<file path="src/rtl/bcd_pkg.sv">
// Shared constants and FSM state type for the binary-to-BCD converter.
package bcd_pkg;
  localparam int BIN_W          = 14;
  localparam int DIGITS         = 4;
  localparam int SCRATCH_DIGITS = 5;
  localparam int CNT_W          = $clog2(BIN_W);
  localparam logic [4*DIGITS-1:0] BCD_MAX = 16'h9999;

  typedef enum logic [1:0] {
    IDLE  = 2'd0,
    SHIFT = 2'd1,
    LOAD  = 2'd2
  } state_e;
endpackage

</file>
<file path="src/rtl/bcd_digit_adjust.sv">
// Double-dabble digit correction: add 3 when a BCD digit is 5 or more.
module bcd_digit_adjust (
  input  logic [3:0] din,
  output logic [3:0] dout
);
  assign dout = (din >= 4'd5) ? din + 4'd3 : din;
endmodule

</file>
<file path="src/rtl/bin_to_bcd_seq.sv">
// Sequential 14-bit binary to 4-digit BCD converter, one double-dabble bit per cycle.
// Optional BIN2BCD_SATURATE_EN: values above 9999 show 16'h9999 instead of value mod 10000.
module bin_to_bcd_seq
  import bcd_pkg::*;
(
  input  logic                  clk,
  input  logic                  reset_n,
  input  logic                  in_valid,
  output logic                  in_ready,
  input  logic [BIN_W-1:0]      bin,
  output logic [4*DIGITS-1:0]   bcd,
  output logic                  done,
  output logic                  overflow
);
  localparam int SCR_W = 4*SCRATCH_DIGITS;

  state_e                 state_q, state_d;
  logic [BIN_W-1:0]       sh_q, sh_d;
  logic [SCR_W-1:0]       scr_q, scr_d;
  logic [CNT_W-1:0]       cnt_q, cnt_d;
  logic [4*DIGITS-1:0]    bcd_q, bcd_d;
  logic                   ovf_q, ovf_d;
  logic                   done_q, done_d;

  logic [SCRATCH_DIGITS-1:0][3:0] scr_dig, adj_dig;
  logic [SCR_W+BIN_W-1:0]         shifted;
  logic                           ovf_w;
  logic [4*DIGITS-1:0]            res_w;

  assign scr_dig = scr_q;

  for (genvar g = 0; g < SCRATCH_DIGITS; g++) begin : g_adj
    bcd_digit_adjust u_adj (.din(scr_dig[g]), .dout(adj_dig[g]));
  end

  assign shifted = {adj_dig, sh_q} << 1;
  // Only the ten-thousands digit can make the result exceed four digits.
  assign ovf_w   = scr_q[SCR_W-1 -: 4] != 4'd0;

`ifdef BIN2BCD_SATURATE_EN
  assign res_w = ovf_w ? BCD_MAX : scr_q[4*DIGITS-1:0];
`else
  assign res_w = scr_q[4*DIGITS-1:0];
`endif

  always_comb begin
    state_d = state_q;
    sh_d    = sh_q;
    scr_d   = scr_q;
    cnt_d   = cnt_q;
    bcd_d   = bcd_q;
    ovf_d   = ovf_q;
    done_d  = 1'b0;
    unique case (state_q)
      IDLE: begin
        if (in_valid) begin
          sh_d    = bin;
          scr_d   = '0;
          cnt_d   = '0;
          state_d = SHIFT;
        end
      end
      SHIFT: begin
        scr_d = shifted[SCR_W+BIN_W-1:BIN_W];
        sh_d  = shifted[BIN_W-1:0];
        cnt_d = cnt_q + 1'b1;
        if (cnt_q == CNT_W'(BIN_W-1)) state_d = LOAD;
      end
      LOAD: begin
        bcd_d   = res_w;
        ovf_d   = ovf_w;
        done_d  = 1'b1;
        state_d = IDLE;
      end
      default: state_d = IDLE;
    endcase
  end

  always_ff @(posedge clk or negedge reset_n) begin
    if (!reset_n) begin
      state_q <= IDLE;
      sh_q    <= '0;
      scr_q   <= '0;
      cnt_q   <= '0;
      bcd_q   <= '0;
      ovf_q   <= 1'b0;
      done_q  <= 1'b0;
    end else begin
      state_q <= state_d;
      sh_q    <= sh_d;
      scr_q   <= scr_d;
      cnt_q   <= cnt_d;
      bcd_q   <= bcd_d;
      ovf_q   <= ovf_d;
      done_q  <= done_d;
    end
  end

  assign in_ready = (state_q == IDLE);
  assign bcd      = bcd_q;
  assign done     = done_q;
  assign overflow = ovf_q;
endmodule

</file>
<file path="config.mk">
export PLATFORM = sky130hd
export DESIGN_NAME = bin_to_bcd_seq
export DESIGN_NICKNAME = d
export VERILOG_FILES = /design/src/rtl/bcd_pkg.sv /design/src/rtl/bcd_digit_adjust.sv /design/src/rtl/bin_to_bcd_seq.sv
export SDC_FILE = /design/constraint.sdc
export NUM_CORES = 1
export LEC_CHECK = 0
export ABC_AREA = 1
export BUFFER_PORTS_ARGS = -buffer_cell sky130_fd_sc_hd__buf_2
export CAP_MARGIN = 40
export CORE_MARGIN = 5
export CORE_UTILIZATION = 40
export CTS_BUF_LIST = sky130_fd_sc_hd__clkbuf_8 sky130_fd_sc_hd__clkbuf_16
export DETAILED_ROUTE_END_ITERATION = 10
export PLACE_DENSITY = 0.59
export REMOVE_ABC_BUFFERS = 1
export SLEW_MARGIN = 10
export SYNTH_ARGS = -nofsm -noshare
export SYNTH_HDL_FRONTEND = slang
export SYNTH_HIERARCHICAL = 1
export SYNTH_SLANG_ARGS = --single-unit
export TNS_END_PERCENT = 30
</file>
<file path="constraint.sdc">
create_clock -name clk -period 2.8 [get_ports clk]
set_clock_uncertainty 0.1 [all_clocks]
set_input_delay 0.84 -clock clk [delete_from_list [all_inputs] [get_ports clk]]
set_output_delay 0.84 -clock clk [all_outputs]
set_load 0.05 [all_outputs]
</file>
# Word level (Yosys, flattened, before mapping)
# Cells that the tools add are included.
# classes
magnitude_cmp,5
mux,15
reduce_logical,5
n_addsub,6
n_eq_ne,5
# op_table
op,count
one-hot mux 20 bit (2 select lines),1
one-hot mux 14 bit (2 select lines),1
"greater-or-equal comparator 4 x 3 -> 1 bit, second input constant",5
two-way mux 20 bit,1
two-way mux 4 bit,5
"adder 4 x 2 -> 4 bit, second input constant",4
two-way mux 14 bit,1
one-hot mux 4 bit (2 select lines),1
"adder 4 x 1 -> 4 bit, second input constant",1
"equality test 4 bit, second input constant",1
two-way mux 2 bit,2
"inequality test 2 bit, second input constant",2
one-hot mux 2 bit (2 select lines),1
AND reduction 2 bit,2
nonzero test 4 bit,1
"adder 3 x 2 -> 3 bit, second input constant",1
two-way mux 3 bit,1
"equality test 2 x 1 -> 1 bit, second input constant",1
"equality test 2 bit, second input constant",1
logical NOT 2 bit,1
nonzero test 2 bit,1
two-way mux 1 bit,1
# word_totals
input_bits,17
reg_bits,58
out_inout_bits,19
word_cells,43

# Logic depth before layout (Yosys ltp)
# Gate-level depths: netlist of run 1.
# logic_depth
depth_word,3
depth_mapped,9
mapped_depth_nobuf,9

# By module
# The synthesis of run 1 kept the hierarchy.
# modules_own_cells
module,area_per_inst_um2,seq_area_each_um2,instances,cells_per_inst
bin_to_bcd_seq,2333.5,1451.4,1,254
bcd_digit_adjust,135.1,0.0,5,23

# Worst setup path after synthesis of run 1
# Ideal clock, no wire load.
# synth_path
path_type,register to output
startpoint,register state_q[0]
endpoint,output in_ready
t_required_ns,1.860
arrival_time_ns,1.059
path_stages_with_launch,2
path_buffers,0
path_slack_ns,0.801
cell_sequence,dfrtp_1 > nor2_1
# synth_between
elab_chain_len,1
# synth_rtl
item,line_no,text
from (decl),bin_to_bcd_seq.sv:17,"state_e state_q, state_d;"
from (signal assigned),bin_to_bcd_seq.sv:89,state_q <= state_d;
logical NOT 2 bit,bin_to_bcd_seq.sv:99,assign in_ready = (state_q == IDLE);
to (decl),bin_to_bcd_seq.sv:9,"output logic in_ready,"
# No other way between the ends.

# Worst setup path in the final report of run 1
# Same ends and word-level chain as after synthesis.

==> flow_summary.toml, run 1 <==
[outcome]
status = "complete, no violations"

[finish]
layout_commonest_cell = "nand2_1"
nets = 430
finish.utilization = 0.4747
drive_gt1_frac = 0.2167
n_antenna_cell = 0
area_growth_pct = 15.44
final_cell_mix = "103 x nand2_1, 58 x dfrtp_1, 42 x o21ai_0"
final_area_um2 = 3443

[yosys]
synth.cell_area_um2 = 2983
ys_warn_count = 6
avgSynthCellArea_um2 = 8.195
netlist_instances = 364

[place]
placed_cell_area_um2 = 3261
numPortBuffers = 35
dpl.hpwl_um = 3987
dp_slack_ps = 705.5
gp_congestion = 0.7969

[worst_setup_path]
cp-start-kind = "flip-flop"
cp_data_arrival_time_ps = 1150
crit_chain = "nor2_1, buf_2"
slowest_delay_ps = 420
crit_path_end_kind = "output port"
path_class = "flip-flop to output port"
cp_slowest_cell = "dfrtp_1"
cp_max_fo = 4
required_ps = 1860

[die]
die_h_um = 96.36
start_util = 0.4112
ioPinCount = 36
die_w_um = 96.36
core-area_um2 = 7253
die_area_um2 = 9284
rows = 31

[sta]
worst_slack_ps = 712.8
finalMaxSlewViolations = 0
rsz0062_at_grt = "false"
relSlewSlack = 0.5678
max_clock_freq_mhz = 479.1
layout_min_cycle_time_ps = 2087
holdWs_ps = 374.8
fin_crit_sh = 0.7454
finalHoldViolations = 0
setup_violations = 0
worst_pin_slew_ps = 647.3
finalSetupTns_ps = 0

[clocking]
cts_setup_buffers = 0
htree_levels = 3
clkLatencyLatePin_ps = 330
clkSlewWorstSetupHoldPaths_ps = 60
tritoncts = "done"
postCtsResizedCells = 0
cts.sinks = 58
root_buffer = "clkbuf_8"
cts.path.max_buffers = 2
hold_buffers = 0
numCtsBuffers = 9

[power]
irDropWorstVdd_mv = 0.3677
power.density_nw_per_um2 = 1154
p_leak_nw = 1.757

[global_routing]
grt_pass1_wl_um = 9867
grt_pass1_vias = 2200
grt_usage = 0.1368
antenna_found_initial = 0
grt_max_degree = 39
grt-ovfl-total = 0

[route]
drt_iter0_markers = 116
vias = 2368
drc_errors = 0
firstDrtPassIters = 4
wl_per_cell_um = 11.52
routed_wl_um = 5816
ant_nets = 0
via_per_inst = 4.689

[job]
cap_viol_max_count = 0

[min_path]
hold_path_class = "flip-flop to flip-flop"
[final timing paths]
path	start	end	slack (ps)	cells after the start
max	state_q[0]$_DFFE_PN0P_	in_ready	710	2
max in group asynchronous	reset_n	sh_q[12]$_DFFE_PN0P_	1850	2
min in group asynchronous	reset_n	sh_q[10]$_DFFE_PN0P_	410	2
min	bcd[14]$_DFFE_PN0P_	bcd[14]$_DFFE_PN0P_	370	2
max reg2reg	state_q[1]$_DFFE_PN0P_	scr_dig[0]$_DFFE_PN0P_	980	5
min reg2reg	bcd[14]$_DFFE_PN0P_	bcd[14]$_DFFE_PN0P_	370	2
[routing by layer]
metal,global-route usage,part of all wire
met1,0.1796,0.48
met5,0,0
met3,0.03753,0.030
met2,0.2179,0.47
met4,0.04556,0.016
[sequential cells by signal (all words and copies together), names as in the netlist]
name	cells
cnt_q	4
bcd	16
overflow	1
state_q	2
done	1
scr_dig	20
sh_q	14
[power by group]
group / leakage, nW / internal (W) / switching, W
registers: 0.739 / 0.00116 / 0.000269
logic: 0.914 / 0.000615 / 0.00122
clock network: 0.105 / 0.000384 / 0.000317
total: 1.76 / 0.00216 / 0.00181
[critical path: cells and delay by family (launching register included)]
kind                   cells  cell delay [ps]
DFF                        1              420
buffers and inverters      1              280
and+or+nand+nor            1              120
[layout make-up]
cell class | instances | area, µm²
Clock buffer | 12 | 165.2
Clock inverter | 4 | 17.52
Fill cell | 751 | 3810
Tap cell | 99 | 123.9
Timing Repair Buffer | 39 | 225.2
Multi-Input combinational cell | 251 | 1303
Inverter | 42 | 157.7
Sequential cell | 58 | 1451
[through the flow]
stage | power, W | std cells
after floorplan | 0.002886 | 351
after global placement | 0.003265 | 488
after detailed placement | 0.003303 | 489
after CTS | 0.004019 | 505
after global routing | 0.004340 | 505
final | 0.003973 | 505
No activity file was read; power rests on OpenSTA's default activity.
==> run 2: changes to the inputs <==
- clock period: 2.8 -> 2 ns (I/O delays scaled with it)
==> run 2 against run 1 <==
  * Die area stayed put
  * Combinational power is 45% higher
  * Total power is 45% higher
  * Sequential power is 41% higher
  * Critical path type unchanged
==> flow_summary.toml, run 2 (same netlist as run 1, synthesis figures left out) <==
[finish]
layout_commonest_cell = "nand2_1"
fillCellCount = 729
area_growth_pct = 17.07
stdcell_count = 507
largest_register_ff_count = 20
nets = 433
final_cell_mix = "103 x nand2_1, 58 x dfrtp_1, 42 x o21ai_0"
finish.utilization = 0.4815
n_antenna_cell = 0
drive_gt1_frac = 0.2230

[worst_setup_path]
required_ps = 1300
cp-start-kind = "flip-flop"
crit_path_end_kind = "output port"
cp_max_fo = 4
path_class = "flip-flop to output port"
cp_data_arrival_time_ps = 1110

[clocking]
htree_levels = 3
root_buffer = "clkbuf_8"
cts_setup_buffers = 0
clkSlewWorstSetupHoldPaths_ps = 60
clkLatencyLatePin_ps = 320
cts.path.max_buffers = 2
numCtsBuffers = 9
cts.sinks = 58
postCtsResizedCells = 0
tritoncts = "done"
hold_buffers = 0

[place]
gp_congestion = 0.8492
numPortBuffers = 35
dpl.hpwl_um = 3977
dpl.cell_count = 492

[die]
start_util = 0.4112
die_h_um = 96.36
ioPinCount = 36
die_area_um2 = 9284
core-area_um2 = 7253
die_w_um = 96.36
rows = 31

[sta]
relSlewSlack = 0.6252
max_clock_freq_mhz = 552.2
setup_violations = 0
finalHoldViolations = 0
finalMaxSlewViolations = 0
layout_min_cycle_time_ps = 1811
rsz0062_at_grt = "false"
fin_crit_sh = 0.9054
worst_pin_slew_ps = 561.6
finalSetupTns_ps = 0

[route]
vias = 2404
ant_nets = 0
drc_errors = 0
via_per_inst = 4.742
routed_wl_um = 5854
drt_iter0_markers = 115
wl_per_cell_um = 11.55
firstDrtPassIters = 5

[power]
p_leak_nw = 1.776
power.density_nw_per_um2 = 1649
irDropWorstVdd_mv = 0.5376

[min_path]
hold_path_class = "primary input to async pin"

[global_routing]
grt_max_degree = 59
grt_pass1_vias = 2303
grt_pass1_wl_um = 10470
grt-ovfl-total = 0
antenna_found_initial = 0
grt_usage = 0.1435

[outcome]
status = "complete, no violations"

[job]
cap_viol_max_count = 0
-- run 2: final timing paths --
check	from	end	slack, ps	depth (start not counted)
max reg2reg	scr_dig[0]$_DFFE_PN0P_	scr_dig[1]$_DFFE_PN0P_	550	7
max in group asynchronous	reset_n	bcd[5]$_DFFE_PN0P_	1370	2
min	reset_n	scr_dig[18]$_DFFE_PN0P_	160	2
min reg2reg	bcd[14]$_DFFE_PN0P_	bcd[14]$_DFFE_PN0P_	380	2
max	state_q[0]$_DFFE_PN0P_	in_ready	190	2
min in group clk	bin[0]	sh_q[0]$_DFFE_PN0P_	370	3
-- run 2: per-layer routing --
| metal | track usage | vias up | routed length [µm] |
|---|---|---|---|
| met2 | 0.2323 | 37 | 2772 |
| met1 | 0.1885 | 1131 | 2781 |
| met4 | 0.04556 | 0 | 70 |
| met3 | 0.03597 | 5 | 231 |
| met5 | 0 | - | 0 |
| li1 | - | 1231 | - |
-- run 2: area by class of cell --
type | instances | area, µm² | area share
sequential | 58 | 1451 | 0.4156
multi-input combinational | 251 | 1303 | 0.3730
timing repair buffer | 42 | 252.7 | 0.07238
clock buffer | 12 | 165.2 | 0.04729
inverter | 42 | 157.7 | 0.04515
tap | 99 | 123.9 | 0.03547
clock inverter | 3 | 38.79 | 0.01111
-- run 2: power by group --
group          internal (W)  total (W)  switching (W)  leakage [nW]
Sequential          0.00163    0.00201       0.000375         0.739
Combinational      0.000922    0.00266        0.00174         0.928
Clock              0.000664    0.00109       0.000430         0.110
Total               0.00322    0.00576        0.00254          1.78
-- run 2: metrics by stage --
| stage | cell area, µm² | setup WS [ps] | hold slack (ps) | total power [W] |
|---|---|---|---|---|
| finish | 3492 | 189.2 | 158.9 | 0.005760 |
| global route | 3492 | 130.8 | 181.2 | 0.006332 |
| CTS | 3492 | 168.6 | 170.8 | 0.005836 |
| detailed placement | 3288 | 332.3 | 369.5 | 0.004701 |
| global placement | 3288 | 401.7 | 363.1 | 0.004660 |
| floorplan | 2912 | 241.4 | 204.4 | 0.004040 |
-- run 2: critical path: stages (launching register included) --
cell and delay (ps):
dfrtp_1 420, nor2_1 100, buf_2 270
==> run 3: changes to the inputs <==
- PLACE_DENSITY: 0.59 -> 0.62
- clock period: 2 -> 1.5 ns (I/O delays scaled with it)
==> run 3 against run 2 <==
  * The flow now finishes with violations (setup timing)
  * Routed wire length increased by 4.5%
  * Non-clock buffer count increased by 9
  * Global-route usage increased by 0.23 points
  * Final cell count increased by 2.0%
  * Clock power increased by 18%
  * Largest power group unchanged
  * Highest routed layer unchanged
==> flow_summary.toml, run 3 (same netlist as run 1, synthesis figures left out) <==
[outcome]
status = "finished with violations"
violations = "setup timing"

[die]
core-area_um2 = 7253
die_h_um = 96.36
die_area_um2 = 9284
start_util = 0.4112
ioPinCount = 36
rows = 31
die_w_um = 96.36

[clocking]
cts.sinks = 58
clkSlewWorstSetupHoldPaths_ps = 60
hold_buffers = 0
cts.path.max_buffers = 2
tritoncts = "done"
numCtsBuffers = 9
root_buffer = "clkbuf_8"
clkLatencyLatePin_ps = 320
htree_levels = 3

[place]
dp_slack_ps = 60.42
dpl.hpwl_um = 4252
gp_congestion = 0.8713
numPortBuffers = 35

[global_routing]
grt_use_met3 = 0.03518
grt_busiest_layer = "met2"
use_met2 = 0.2461
grt_max_degree = 59
grt_pass1_vias = 2445
antenna_found_initial = 0
grt_pass1_wl_um = 10620
grt_usage = 0.1458
grt-ovfl-total = 0
grt_util_met1 = 0.1821

[worst_setup_path]
crit_path_end_kind = "output port"
cp_slowest_cell = "dfrtp_1"
crit_family = "flip-flops"
path_class = "flip-flop to output port"
cp_max_fo = 2
rr_worst_depth = 8
cp_data_arrival_time_ps = 1010
crit_chain = "nor2_2, buf_6"
r2r_setup_slack_ps = 110
crit_buf_inv = 1
path_depth = 2
cp-start-kind = "flip-flop"
regToRegEndpoint = "scr_dig[9]$_DFFE_PN0P_"
slowest_delay_ps = 400
reg2reg_from = "scr_dig[9]$_DFFE_PN0P_"
required_ps = 950
crit_path_end = "in_ready"
cp-startpoint = "state_q[0]$_DFFE_PN0P_"

[finish]
largest_register_ff_count = 20
nets = 442
n_antenna_cell = 0
final_cell_mix = "101 x nand2_1, 58 x dfrtp_1, 41 x nand3_1"
area_growth_pct = 21.77
drive_gt1_frac = 0.2608
layout_commonest_cell = "nand2_1"

[sta]
rsz0062_at_grt = "true"
worst_pin_slew_ps = 318.6
setup_violations = 1
fin_crit_sh = 1.038
layout_min_cycle_time_ps = 1558
finalMaxSlewViolations = 0
relSlewSlack = 0.7876
worst_slack_ps = -57.74
finalHoldViolations = 0
max_clock_freq_mhz = 642.0
holdWs_ps = 15.24

[power]
p_leak_nw = 1.824
irDropWorstVdd_mv = 0.5583
power.density_nw_per_um2 = 2167

[route]
drt_iter0_markers = 96
wl_per_cell_um = 11.83
drc_errors = 0
firstDrtPassIters = 4
ant_nets = 0
via_per_inst = 4.689
routed_wl_um = 6117
vias = 2424

[job]
cap_viol_max_count = 0

[min_path]
hold_path_class = "primary input to async pin"
-- run 3: cell types whose count changed in the layout (fill, tap and decap cells not counted), sizes merged --
cell    delta
buf        +5
inv        +1
clkinv     +1
clkbuf     +4
bufinv     -1
-- run 3: worst register-to-register path, delay by kind of cell, from the launching register on --
family,cells,cell delay [ps]
adder cells (fa/ha/maj),1,180
AND/OR/NAND/NOR,4,270
buffers and inverters,1,90
flip-flops,1,380
AO/OA/AOI/OAI,2,250
-- run 3: what timing repair did --
item	CTS	global route
hold endpoints to repair	0	0
buffers inserted	2	3
pin swaps	1	6
setup endpoints to repair	7	39
gates resized for setup	8	36
-- run 3: area by class of cell --
cell class	count	area (µm²)
well taps	99	123.9
flip-flops and latches	58	1451
clock inverters	4	17.52
fillers	708	3621
repair buffers	51	376.6
multi-input cells	251	1338
clock buffers	12	165.2
inverters	42	160.2
-- run 3: stage by stage --
step	std cells	power (W)	util	instance area [µm²]	setup TNS [ps]
final	517	0.007871	0.5008	3632	-57.74
after global placement	496	0.006231	0.4575	3318	0
after global routing	517	0.008628	0.5008	3632	-140.0
after detailed placement	496	0.006327	0.4575	3318	0
after floorplan	351	0.005387	-	2912	-108.6
after CTS	514	0.007729	0.4877	3537	-84.61
-- run 3: how the worst min path moves through the flow --
stage               slack, ps  cells past startpoint                   to                start
floorplan                  50                      0   bcd[0]$_DFFE_PN0P_              reset_n
global placement          360                      2   bcd[3]$_DFFE_PN0P_   bcd[3]$_DFFE_PN0P_
detailed placement        370                      2  bcd[10]$_DFFE_PN0P_  bcd[10]$_DFFE_PN0P_
CTS                        30                      2   bcd[7]$_DFFE_PN0P_              reset_n
global route               40                      2   bcd[7]$_DFFE_PN0P_              reset_n
finish                     20                      2   bcd[7]$_DFFE_PN0P_              reset_n
-- run 3: power by group --
part / total [W] / internal (W) / switching (W)
sequential: 0.00268 / 0.00217 / 0.000507
clock: 0.00129 / 0.000717 / 0.000577
combinational: 0.00390 / 0.00149 / 0.00241
total: 0.00787 / 0.00438 / 0.00349
-- run 3: layer usage --
layer	routed length [µm]	part of all wire	vias up
met5	0	0	-
li1	-	-	1254
met1	2795	0.46	1138
met3	172	0.028	6
met4	77	0.013	0
met2	3071	0.50	26
